--- src/rtl/mips_pipeline_pkg.sv ---
// Shared MIPS pipeline definitions: opcode/funct constants, sequencing FSM state and decode helpers.
package mips_pipeline_pkg;

  localparam logic [5:0] OP_RTYPE = 6'h00;
  localparam logic [5:0] OP_BEQ   = 6'h04;
  localparam logic [5:0] OP_BNE   = 6'h05;
  localparam logic [5:0] OP_SW    = 6'h2B;

  localparam logic [5:0] F_MFHI  = 6'h10;
  localparam logic [5:0] F_MTHI  = 6'h11;
  localparam logic [5:0] F_MFLO  = 6'h12;
  localparam logic [5:0] F_MTLO  = 6'h13;
  localparam logic [5:0] F_MULT  = 6'h18;
  localparam logic [5:0] F_MULTU = 6'h19;
  localparam logic [5:0] F_DIV   = 6'h1A;
  localparam logic [5:0] F_DIVU  = 6'h1B;

  // Wide enough for the largest legal mult/div latency (15).
  localparam int unsigned MD_CNT_W = 4;

  typedef enum logic {RUN, MD_BUSY} state_e;

  function automatic logic rt_is_src(input logic [5:0] op);
    return (op == OP_RTYPE) || (op == OP_BEQ) || (op == OP_BNE) || (op == OP_SW);
  endfunction

  function automatic logic is_md_op(input logic [5:0] op, input logic [5:0] funct);
    return (op == OP_RTYPE) && (funct >= F_MULT) && (funct <= F_DIVU);
  endfunction

  function automatic logic is_hilo_use(input logic [5:0] op, input logic [5:0] funct);
    return is_md_op(op, funct) || ((op == OP_RTYPE) && (funct >= F_MFHI) && (funct <= F_MTLO));
  endfunction

endpackage

--- src/rtl/hazard_stall_controller_if.sv ---
// Hazard-controller signal bundle: ID/EX hazard inputs and pipeline enable/flush/bubble outputs.
interface hazard_stall_controller_if #(
  parameter int unsigned STALL_CNT_W = 16
);
  logic [31:0]            ID_Instruction;
  logic                   EX_MemRead;
  logic [4:0]             EX_RegisterRt;
  logic                   EX_BranchTaken;
  logic                   PCWrite;
  logic                   IFIDWrite;
  logic                   IFIDFlush;
  logic                   IDEXBubble;
  logic                   MulDivBusy;
  logic                   MulDivDone;
  logic [STALL_CNT_W-1:0] StallCount;

  modport master (
    output ID_Instruction, EX_MemRead, EX_RegisterRt, EX_BranchTaken,
    input  PCWrite, IFIDWrite, IFIDFlush, IDEXBubble, MulDivBusy, MulDivDone, StallCount
  );

  modport slave (
    input  ID_Instruction, EX_MemRead, EX_RegisterRt, EX_BranchTaken,
    output PCWrite, IFIDWrite, IFIDFlush, IDEXBubble, MulDivBusy, MulDivDone, StallCount
  );
endinterface

--- src/rtl/muldiv_occupancy_counter.sv ---
// HI/LO occupancy tracker: loads the mult/div latency on issue, counts down, pulses done at expiry.
module muldiv_occupancy_counter
  import mips_pipeline_pkg::*;
#(
  parameter int unsigned MULDIV_LATENCY = 4
) (
  input  logic clk_i,
  input  logic rst_i,
  input  logic issue_i,
  output logic busy_o,
  output logic last_o,
  output logic done_o
);

  logic [MD_CNT_W-1:0] cnt_d, cnt_q;
  logic                done_d, done_q;

  always_comb begin
    cnt_d  = cnt_q;
    done_d = (cnt_q == MD_CNT_W'(1));
    if (issue_i) begin
      cnt_d = MD_CNT_W'(MULDIV_LATENCY);
    end else if (cnt_q != '0) begin
      cnt_d = cnt_q - MD_CNT_W'(1);
    end
  end

  // Reset clears the done flop too, so an aborted operation never reports completion.
  always_ff @(posedge clk_i) begin
    if (rst_i) begin
      cnt_q  <= '0;
      done_q <= 1'b0;
    end else begin
      cnt_q  <= cnt_d;
      done_q <= done_d;
    end
  end

  assign busy_o = (cnt_q != '0);
  assign last_o = (cnt_q == MD_CNT_W'(1));
  assign done_o = done_q;

endmodule

--- src/rtl/hazard_stall_controller.sv ---
// Pipeline sequencing controller: load-use and HI/LO structural stalls, taken-branch flushes,
// plus a saturating stall-cycle counter.
module hazard_stall_controller
  import mips_pipeline_pkg::*;
#(
  parameter int unsigned MULDIV_LATENCY = 4,
  parameter int unsigned STALL_CNT_W    = 16
) (
  input  logic                      Clk,
  input  logic                      Rst,
  hazard_stall_controller_if.slave  bus
);

  logic [5:0] op, funct;
  logic [4:0] rs, rt;

  assign op    = bus.ID_Instruction[31:26];
  assign rs    = bus.ID_Instruction[25:21];
  assign rt    = bus.ID_Instruction[20:16];
  assign funct = bus.ID_Instruction[5:0];

  state_e state_d, state_q;

  logic load_use, md_stall, md_issue, stall;
  logic md_busy, md_last, md_done;
  logic pc_write, ifid_write, ifid_flush, idex_bubble;

  logic [STALL_CNT_W-1:0] stall_cnt_d, stall_cnt_q;

  assign load_use = bus.EX_MemRead && (bus.EX_RegisterRt != 5'd0) &&
                    ((bus.EX_RegisterRt == rs) || (rt_is_src(op) && (bus.EX_RegisterRt == rt)));
  assign md_stall = (state_q == MD_BUSY) && is_hilo_use(op, funct);

  // A flushed or stalled mult/div must not start occupying HI/LO.
  assign md_issue = !Rst && (state_q == RUN) && is_md_op(op, funct) && !load_use &&
                    !bus.EX_BranchTaken;

  muldiv_occupancy_counter #(
    .MULDIV_LATENCY (MULDIV_LATENCY)
  ) u_md_cnt (
    .clk_i   (Clk),
    .rst_i   (Rst),
    .issue_i (md_issue),
    .busy_o  (md_busy),
    .last_o  (md_last),
    .done_o  (md_done)
  );

  always_comb begin
    state_d = state_q;
    unique case (state_q)
      RUN:     if (md_issue) state_d = MD_BUSY;
      MD_BUSY: if (md_last)  state_d = RUN;
      default: state_d = RUN;
    endcase
  end

  always_comb begin
    pc_write    = 1'b1;
    ifid_write  = 1'b1;
    ifid_flush  = 1'b0;
    idex_bubble = 1'b0;
    stall       = 1'b0;
    if (Rst) begin
      pc_write    = 1'b0;
      ifid_write  = 1'b0;
      ifid_flush  = 1'b1;
      idex_bubble = 1'b1;
    end else if (bus.EX_BranchTaken) begin
      ifid_flush  = 1'b1;
      idex_bubble = 1'b1;
    end else if (md_stall || load_use) begin
      pc_write    = 1'b0;
      ifid_write  = 1'b0;
      idex_bubble = 1'b1;
      stall       = 1'b1;
    end
  end

  always_comb begin
    stall_cnt_d = stall_cnt_q;
    if (stall && (stall_cnt_q != '1)) begin
      stall_cnt_d = stall_cnt_q + STALL_CNT_W'(1);
    end
  end

  always_ff @(posedge Clk) begin
    if (Rst) begin
      state_q     <= RUN;
      stall_cnt_q <= '0;
    end else begin
      state_q     <= state_d;
      stall_cnt_q <= stall_cnt_d;
    end
  end

  assign bus.PCWrite    = pc_write;
  assign bus.IFIDWrite  = ifid_write;
  assign bus.IFIDFlush  = ifid_flush;
  assign bus.IDEXBubble = idex_bubble;
  assign bus.MulDivBusy = md_busy && !Rst;
  assign bus.MulDivDone = md_done && !Rst;
  assign bus.StallCount = stall_cnt_q;

endmodule

--- src/flat_wrapper.sv ---
// flat-port wrapper written by rule: the top's interface ports become plain ports
module hazard_stall_controller_flat import mips_pipeline_pkg::*;
#(
  parameter int unsigned MULDIV_LATENCY = 4,
  parameter int unsigned STALL_CNT_W    = 16
)
  (Clk, Rst, bus_ID_Instruction, bus_EX_MemRead, bus_EX_RegisterRt, bus_EX_BranchTaken, bus_PCWrite, bus_IFIDWrite, bus_IFIDFlush, bus_IDEXBubble, bus_MulDivBusy, bus_MulDivDone, bus_StallCount);
  hazard_stall_controller_if #(.STALL_CNT_W(STALL_CNT_W)) bus_i ();
  input  logic Clk;
  input  logic Rst;
  input wire logic [$bits(bus_i.ID_Instruction)-1:0] bus_ID_Instruction;
  input wire logic [$bits(bus_i.EX_MemRead)-1:0] bus_EX_MemRead;
  input wire logic [$bits(bus_i.EX_RegisterRt)-1:0] bus_EX_RegisterRt;
  input wire logic [$bits(bus_i.EX_BranchTaken)-1:0] bus_EX_BranchTaken;
  output wire logic [$bits(bus_i.PCWrite)-1:0] bus_PCWrite;
  output wire logic [$bits(bus_i.IFIDWrite)-1:0] bus_IFIDWrite;
  output wire logic [$bits(bus_i.IFIDFlush)-1:0] bus_IFIDFlush;
  output wire logic [$bits(bus_i.IDEXBubble)-1:0] bus_IDEXBubble;
  output wire logic [$bits(bus_i.MulDivBusy)-1:0] bus_MulDivBusy;
  output wire logic [$bits(bus_i.MulDivDone)-1:0] bus_MulDivDone;
  output wire logic [$bits(bus_i.StallCount)-1:0] bus_StallCount;
  assign bus_i.ID_Instruction = bus_ID_Instruction;
  assign bus_i.EX_MemRead = bus_EX_MemRead;
  assign bus_i.EX_RegisterRt = bus_EX_RegisterRt;
  assign bus_i.EX_BranchTaken = bus_EX_BranchTaken;
  assign bus_PCWrite = bus_i.PCWrite;
  assign bus_IFIDWrite = bus_i.IFIDWrite;
  assign bus_IFIDFlush = bus_i.IFIDFlush;
  assign bus_IDEXBubble = bus_i.IDEXBubble;
  assign bus_MulDivBusy = bus_i.MulDivBusy;
  assign bus_MulDivDone = bus_i.MulDivDone;
  assign bus_StallCount = bus_i.StallCount;
  hazard_stall_controller #(.MULDIV_LATENCY(MULDIV_LATENCY), .STALL_CNT_W(STALL_CNT_W)) u_core (.Clk(Clk), .Rst(Rst), .bus(bus_i));
endmodule
--- config.mk ---
export PLATFORM = sky130hd
export DESIGN_NAME = hazard_stall_controller_flat
export DESIGN_NICKNAME = d
export VERILOG_FILES = /design/src/rtl/mips_pipeline_pkg.sv /design/src/rtl/hazard_stall_controller_if.sv /design/src/rtl/muldiv_occupancy_counter.sv /design/src/rtl/hazard_stall_controller.sv /design/src/flat_wrapper.sv
export SDC_FILE = /design/constraint.sdc
export NUM_CORES = 1
export LEC_CHECK = 0
export CORE_UTILIZATION = 40
export DETAILED_ROUTE_END_ITERATION = 10
export PLACE_DENSITY = 0.75
export SLEW_MARGIN = 10
export SYNTH_ARGS = -nofsm -noshare
export SYNTH_HDL_FRONTEND = slang
export SYNTH_HIERARCHICAL = 1
export SYNTH_SLANG_ARGS = --single-unit
--- constraint.sdc ---
create_clock -name Clk -period 6.8 [get_ports Clk]
set_input_delay 1.36 -clock Clk [delete_from_list [all_inputs] [get_ports Clk]]
set_output_delay 1.36 -clock Clk [all_outputs]
set_load 0.05 [all_outputs]
After elaboration in Yosys (flattened, before gate mapping):

Cells that the tools add are included.

* flip-flop bits (word level): 22
* bits in latches: 0
* memory bits (writable): 0
* memory bits (read-only): 0
* memories kept: 0

* add/sub/neg operators: 2
* multiply operators: 0
* div/mod/pow operators: 0
* order comparisons: 4
* eq/ne operators: 7
* shift-type cells: 0
* multiplexer cells: 15
* bitwise logic cells: 1
* reduce and logical (&&, ||, !) cells: 29

Operator list (number)
* $add A16 B1 Y16 const B: 1
* $ne A16 B16 Y1 const B: 1
* $logic_and A1 B1 Y1: 15
* $eq A6 B3 Y1 const B: 2
* $ge A6 B5 Y1 const B: 2
* $le A6 B5 Y1 const B: 2
* $mux W1: 12
* $eq A5 B5 Y1: 2
* $eq A6 B6 Y1 const B: 1
* $logic_not A6 Y1: 1
* $logic_or A1 B1 Y1: 6
* $mux W3: 2
* $reduce_bool A5 Y1: 1
* $eq A4 B1 Y1 const B: 1
* $reduce_bool A4 Y1: 1
* $sub A4 B1 Y4 const B: 1
* $logic_not A1 Y1: 3
* $pmux W1 S2: 1
* $reduce_bool A2 Y1: 1
* $reduce_or A2 Y1: 1
* $not A1 Y1: 1

Logic depth before layout (Yosys ltp):

* word-level depth: 12
* gate-level depth with buffers: 8
* gate-level depth less buffers: 7

Cells and area by module:

Netlist, hierarchy kept.

By module, submodules not included
* hazard_stall_controller: times used 1, cells each 148, area an instance 1196.1 um^2
* muldiv_occupancy_counter: times used 1, cells each 26, area an instance 276.5 um^2

Least setup slack after synthesis:

No wires, ideal clock.

* path type: input -> output
* start point: input bus_EX_RegisterRt[1]
* end point: output bus_PCWrite
* arrival: 3.425 ns
* data required time: 5.440 ns
* path slack: 2.015 ns
* stages: 6
* buffers on the path: 1
* cell sequence: or4_1 o21ai_1 o41a_1 a21oi_1 nor2_1 buf_4

* cells in the longest elaborated chain, start to end: 8
* elaborated cells on any way between the ends: 11

Ends and longest elaborated chain
* start: declaration: line flat_wrapper.sv:13 `input wire logic [$bits(bus_i.EX_RegisterRt)-1:0] bus_EX_RegisterRt;`
* $eq A5 B5 Y1: line hazard_stall_controller.sv:31 `((bus.EX_RegisterRt == rs) || (rt_is_src(op) && (bus.EX_RegisterRt == rt)));`
* $logic_and A1 B1 Y1: line hazard_stall_controller.sv:31
* $logic_or A1 B1 Y1: line hazard_stall_controller.sv:31
* $logic_and A1 B1 Y1 (*): line hazard_stall_controller.sv:30 `assign load_use = bus.EX_MemRead && (bus.EX_RegisterRt != 5'd0) &&`
* $logic_or A1 B1 Y1 (*): line hazard_stall_controller.sv:72 `end else if (md_stall || load_use) begin`
* $mux W1 (*) (3 in a row)
* end: declaration: line flat_wrapper.sv:15 `output wire logic [$bits(bus_i.PCWrite)-1:0] bus_PCWrite;`

Every way passes the cells marked *; elsewhere a longest branch is shown, timed or not.

Worst setup path in the final report:

* start point: input bus_EX_RegisterRt[1]
* end point: output bus_IFIDWrite

* cells in the longest elaborated chain, start to end: 8
* elaborated cells on any way between the ends: 11

Ends and longest elaborated chain
* $eq A5 B5 Y1: line hazard_stall_controller.sv:31
* $logic_and A1 B1 Y1: line hazard_stall_controller.sv:31
* $logic_or A1 B1 Y1: line hazard_stall_controller.sv:31
* $logic_and A1 B1 Y1 (*): line hazard_stall_controller.sv:30
* $logic_or A1 B1 Y1 (*): line hazard_stall_controller.sv:72
* $mux W1 (*): line hazard_stall_controller.sv:72
* $mux W1 (*): line hazard_stall_controller.sv:69 `end else if (bus.EX_BranchTaken) begin`
* $mux W1 (*): line hazard_stall_controller.sv:64 `if (Rst) begin`
* end: declaration: line flat_wrapper.sv:16 `output wire logic [$bits(bus_i.IFIDWrite)-1:0] bus_IFIDWrite;`

Marks and branches as above.

==> reports/metrics.yaml <==
status: "finished clean"
drc: 0
area_growth_pct: 40.4
slowest_stage: "clkdlybuf4s50_1"
postCtsHoldBufs: 0
fp.dieW_um: 62.7
synth_warnings: 6
worstPathArrival_ns: 3.94
max_freq_mhz: 189
stdcell_area_sq_mm: 0.00207
cpPeakStageDelay_ns: 0.82
hold_class: "reg -> reg"
cts-root-buf: "clkbuf_8"
finalSetupViolations: 0
portBuffers: 50
p_leak_nw: 0.750
grt_pass1_vias: 1284
hpwl_um: 2400
antenna_found_initial: 0
rsz0062_at_grt: "no"
postSynthCellCount: 174
cellPowerDensity_mw_per_mm2: 181
num_rows: 21
antenna_cells: 0
die_area_sq_mm: 0.00393
cts_tree: "yes"
final_common_cell: "clkdlybuf4s50_1"
finalSetupTns_ns: 0
post_cts_resized: 0
ys_async_sr_fraction_pct: 0
timing.rr.start: "u_core/bus.StallCount[0]"
cts_made_buffers: 3
final.setup_skew_ns: 0.00159
gp_congestion: 0.815
drv_slew: 0
utilization_pct: 60.1
stdcell_count: 269
r2r_slack_ns: 4.64
synth_top_area_share_pct: 29.9
grt_overflow: 0
drive_gt1_share_pct: 9.87
synth_edf_count: 0
path_buf_inv: 2
critical_path.most_common_cell: "clkdlybuf4s50_1"
pin_count: 63
ant_nets: 0
clock_latency_ns: 0.26
grt_start_max_net_pins: 38
r2r_end: "u_core/bus.StallCount[0]"
cp_top_family: "buffers and inverters"
avgSynthCellArea_sq_um: 8.46
grt_usage_pct: 17.4
worstHoldStart: "u_core/bus.StallCount[1]"
rr_worst_depth: 6
clock_sinks: 22
dr.pass1.iters: 4
core_sq_mm: 0.00344
cp_max_fo: 5
htreeDepth: 1
grt_first_pass_wirelength_um: 5530
post_cts_buffers: 0
critical_path_class: "in -> out"
vdd_drop_max_uv: 117
vias: 1396
start_util_pct: 42.8
wire_per_inst_um: 12.2
die_y_um: 62.7
critPathRequiredTime_ns: 5.44
clk_pin_slew_worst_paths_ns: 0.07
syn_area_sq_mm: 0.00147
period_share_pct: 77.9
drtIter0Drc: 29
ys_seq_elements: 22
synth_top_area_cell: "dfxtp_1"
synth_ff_type: "dfxtp_1"
whs_endpoint: "u_core/bus.StallCount[1]"
avgViaCountPerCell: 5.19
yosysSeqAreaShare_pct: 29.9
finalPower_uw: 374
drt-total-wl_um: 3290
ctsLongestPathBuffers: 2
worst_pin_slew_ns: 0.935
slew_headroom_pct: 37.4
synth.distinct_cells: 39
dp.cells: 265
end_kind: "output port"
hold_viol: 0
synth_nets: 219
path_cells: "clkdlybuf4s50_1 > or4_1 > o21ai_1 > o41a_1 > a21oi_1 > nor2_1 > clkdlybuf4s50_1"
placed_cell_area_sq_mm: 0.00201
synthTopCellsByArea: "dfxtp_1, xnor2_1, mux2_2, nor2b_1, nor2_1"
setup.worst_path.start_class: "primary input"
num-nets-final: 269
min_path_cells: 2
fin_crit_ns: 5.30
mostFrequentLayoutCells: "clkdlybuf4s50_1, dfxtp_1, nor2_1"
cap_violations: 0
==> state kept, by name, summed over array words and instances (netlist names) <==
name                    cells
u_core/bus.StallCount      16
u_core/state_q              1
u_core/u_md_cnt/done_o      1
u_core/u_md_cnt/cnt_q       4
==> per-stage QoR <==
stage	setup WS, ns	hold slack [ns]
floorplan	2.01	0.581
global placement	1.49	0.511
detailed placement	1.48	0.527
CTS	1.49	0.538
global route	1.33	0.571
finish	1.50	0.547
==> how the worst max path moves through the flow <==
stage | startpoint | end | slack [ns] | cells after the start
6_report | bus_EX_RegisterRt[1] | bus_IFIDWrite | 1.50 | 7
5_1_grt | bus_EX_RegisterRt[1] | bus_IFIDWrite | 1.33 | 7
4_1_cts | bus_EX_RegisterRt[1] | bus_IFIDWrite | 1.49 | 7
3_5_place_dp | bus_EX_RegisterRt[1] | bus_IFIDWrite | 1.48 | 7
3_3_place_gp | bus_EX_RegisterRt[1] | bus_PCWrite | 1.49 | 7
2_1_floorplan | bus_EX_RegisterRt[1] | bus_PCWrite | 2.01 | 6
==> kinds of logic (layout without fill, tap and decap cells) <==
family                   count (synthesis)  in the layout  share of synthesized area, %
AO/OA/AOI/OAI                           20             20                          11.5
XOR/XNOR                                14             14                          8.33
adder cells (fa/ha/maj)                  4              4                          3.40
buffers and inverters                   16             65                          4.50
flip-flops                              22             22                          29.9
multiplexers                            12             12                          9.01
AND/OR/NAND/NOR                         86             86                          33.4
==> cells in the mapped netlist (2+ instances only) <==
master and n:
ha_1 4, nor3b_1 3, nand2b_1 4, nor2_1 19, nor2b_1 12, and4_1 3
a21oi_1 7, inv_1 9, dfxtp_1 22, nor3_1 2, mux2_2 9, buf_2 2
nor4_1 2, or4_1 4, nand3_1 9, a31o_2 2, clkbuf_1 4, nor4b_1 3
nand4_1 9, xnor2_1 13, nand2_1 7, mux2i_1 2, and3_1 7
==> cell type report <==
cell class	instances	area [sq um]
Fill cell	323	1370
Multi-Input combinational cell	136	966
Timing Repair Buffer	52	515
Sequential cell	22	440
Tap cell	46	57.6
Clock buffer	4	55.1
Inverter	9	33.8
==> where the power goes <==
group          switching [mW]  internal, mW  leakage [nW]
Sequential             0.0130         0.141         0.178
Clock                  0.0394        0.0515        0.0288
Combinational          0.0582        0.0714         0.543
Total                   0.111         0.263         0.750
==> worst register-to-register path, stage by stage, from the launching register on <==
cell and delay (ns):
dfxtp_1 0.35, ha_1 0.24, nand4_1 0.12, nor2_1 0.09, a31oi_1 0.73, nand2_1 0.21
mux2_2 0.31
==> layer usage <==
layer  up-vias  global-route usage, %  wire, um
met5         -                      0         0
met4         0                   6.98        46
met3         4                   6.02       306
met2        50                   27.6      1360
met1       617                   21.5      1580
li1        725                      -         -
Note: power is estimated with default switching activity, not from simulation.
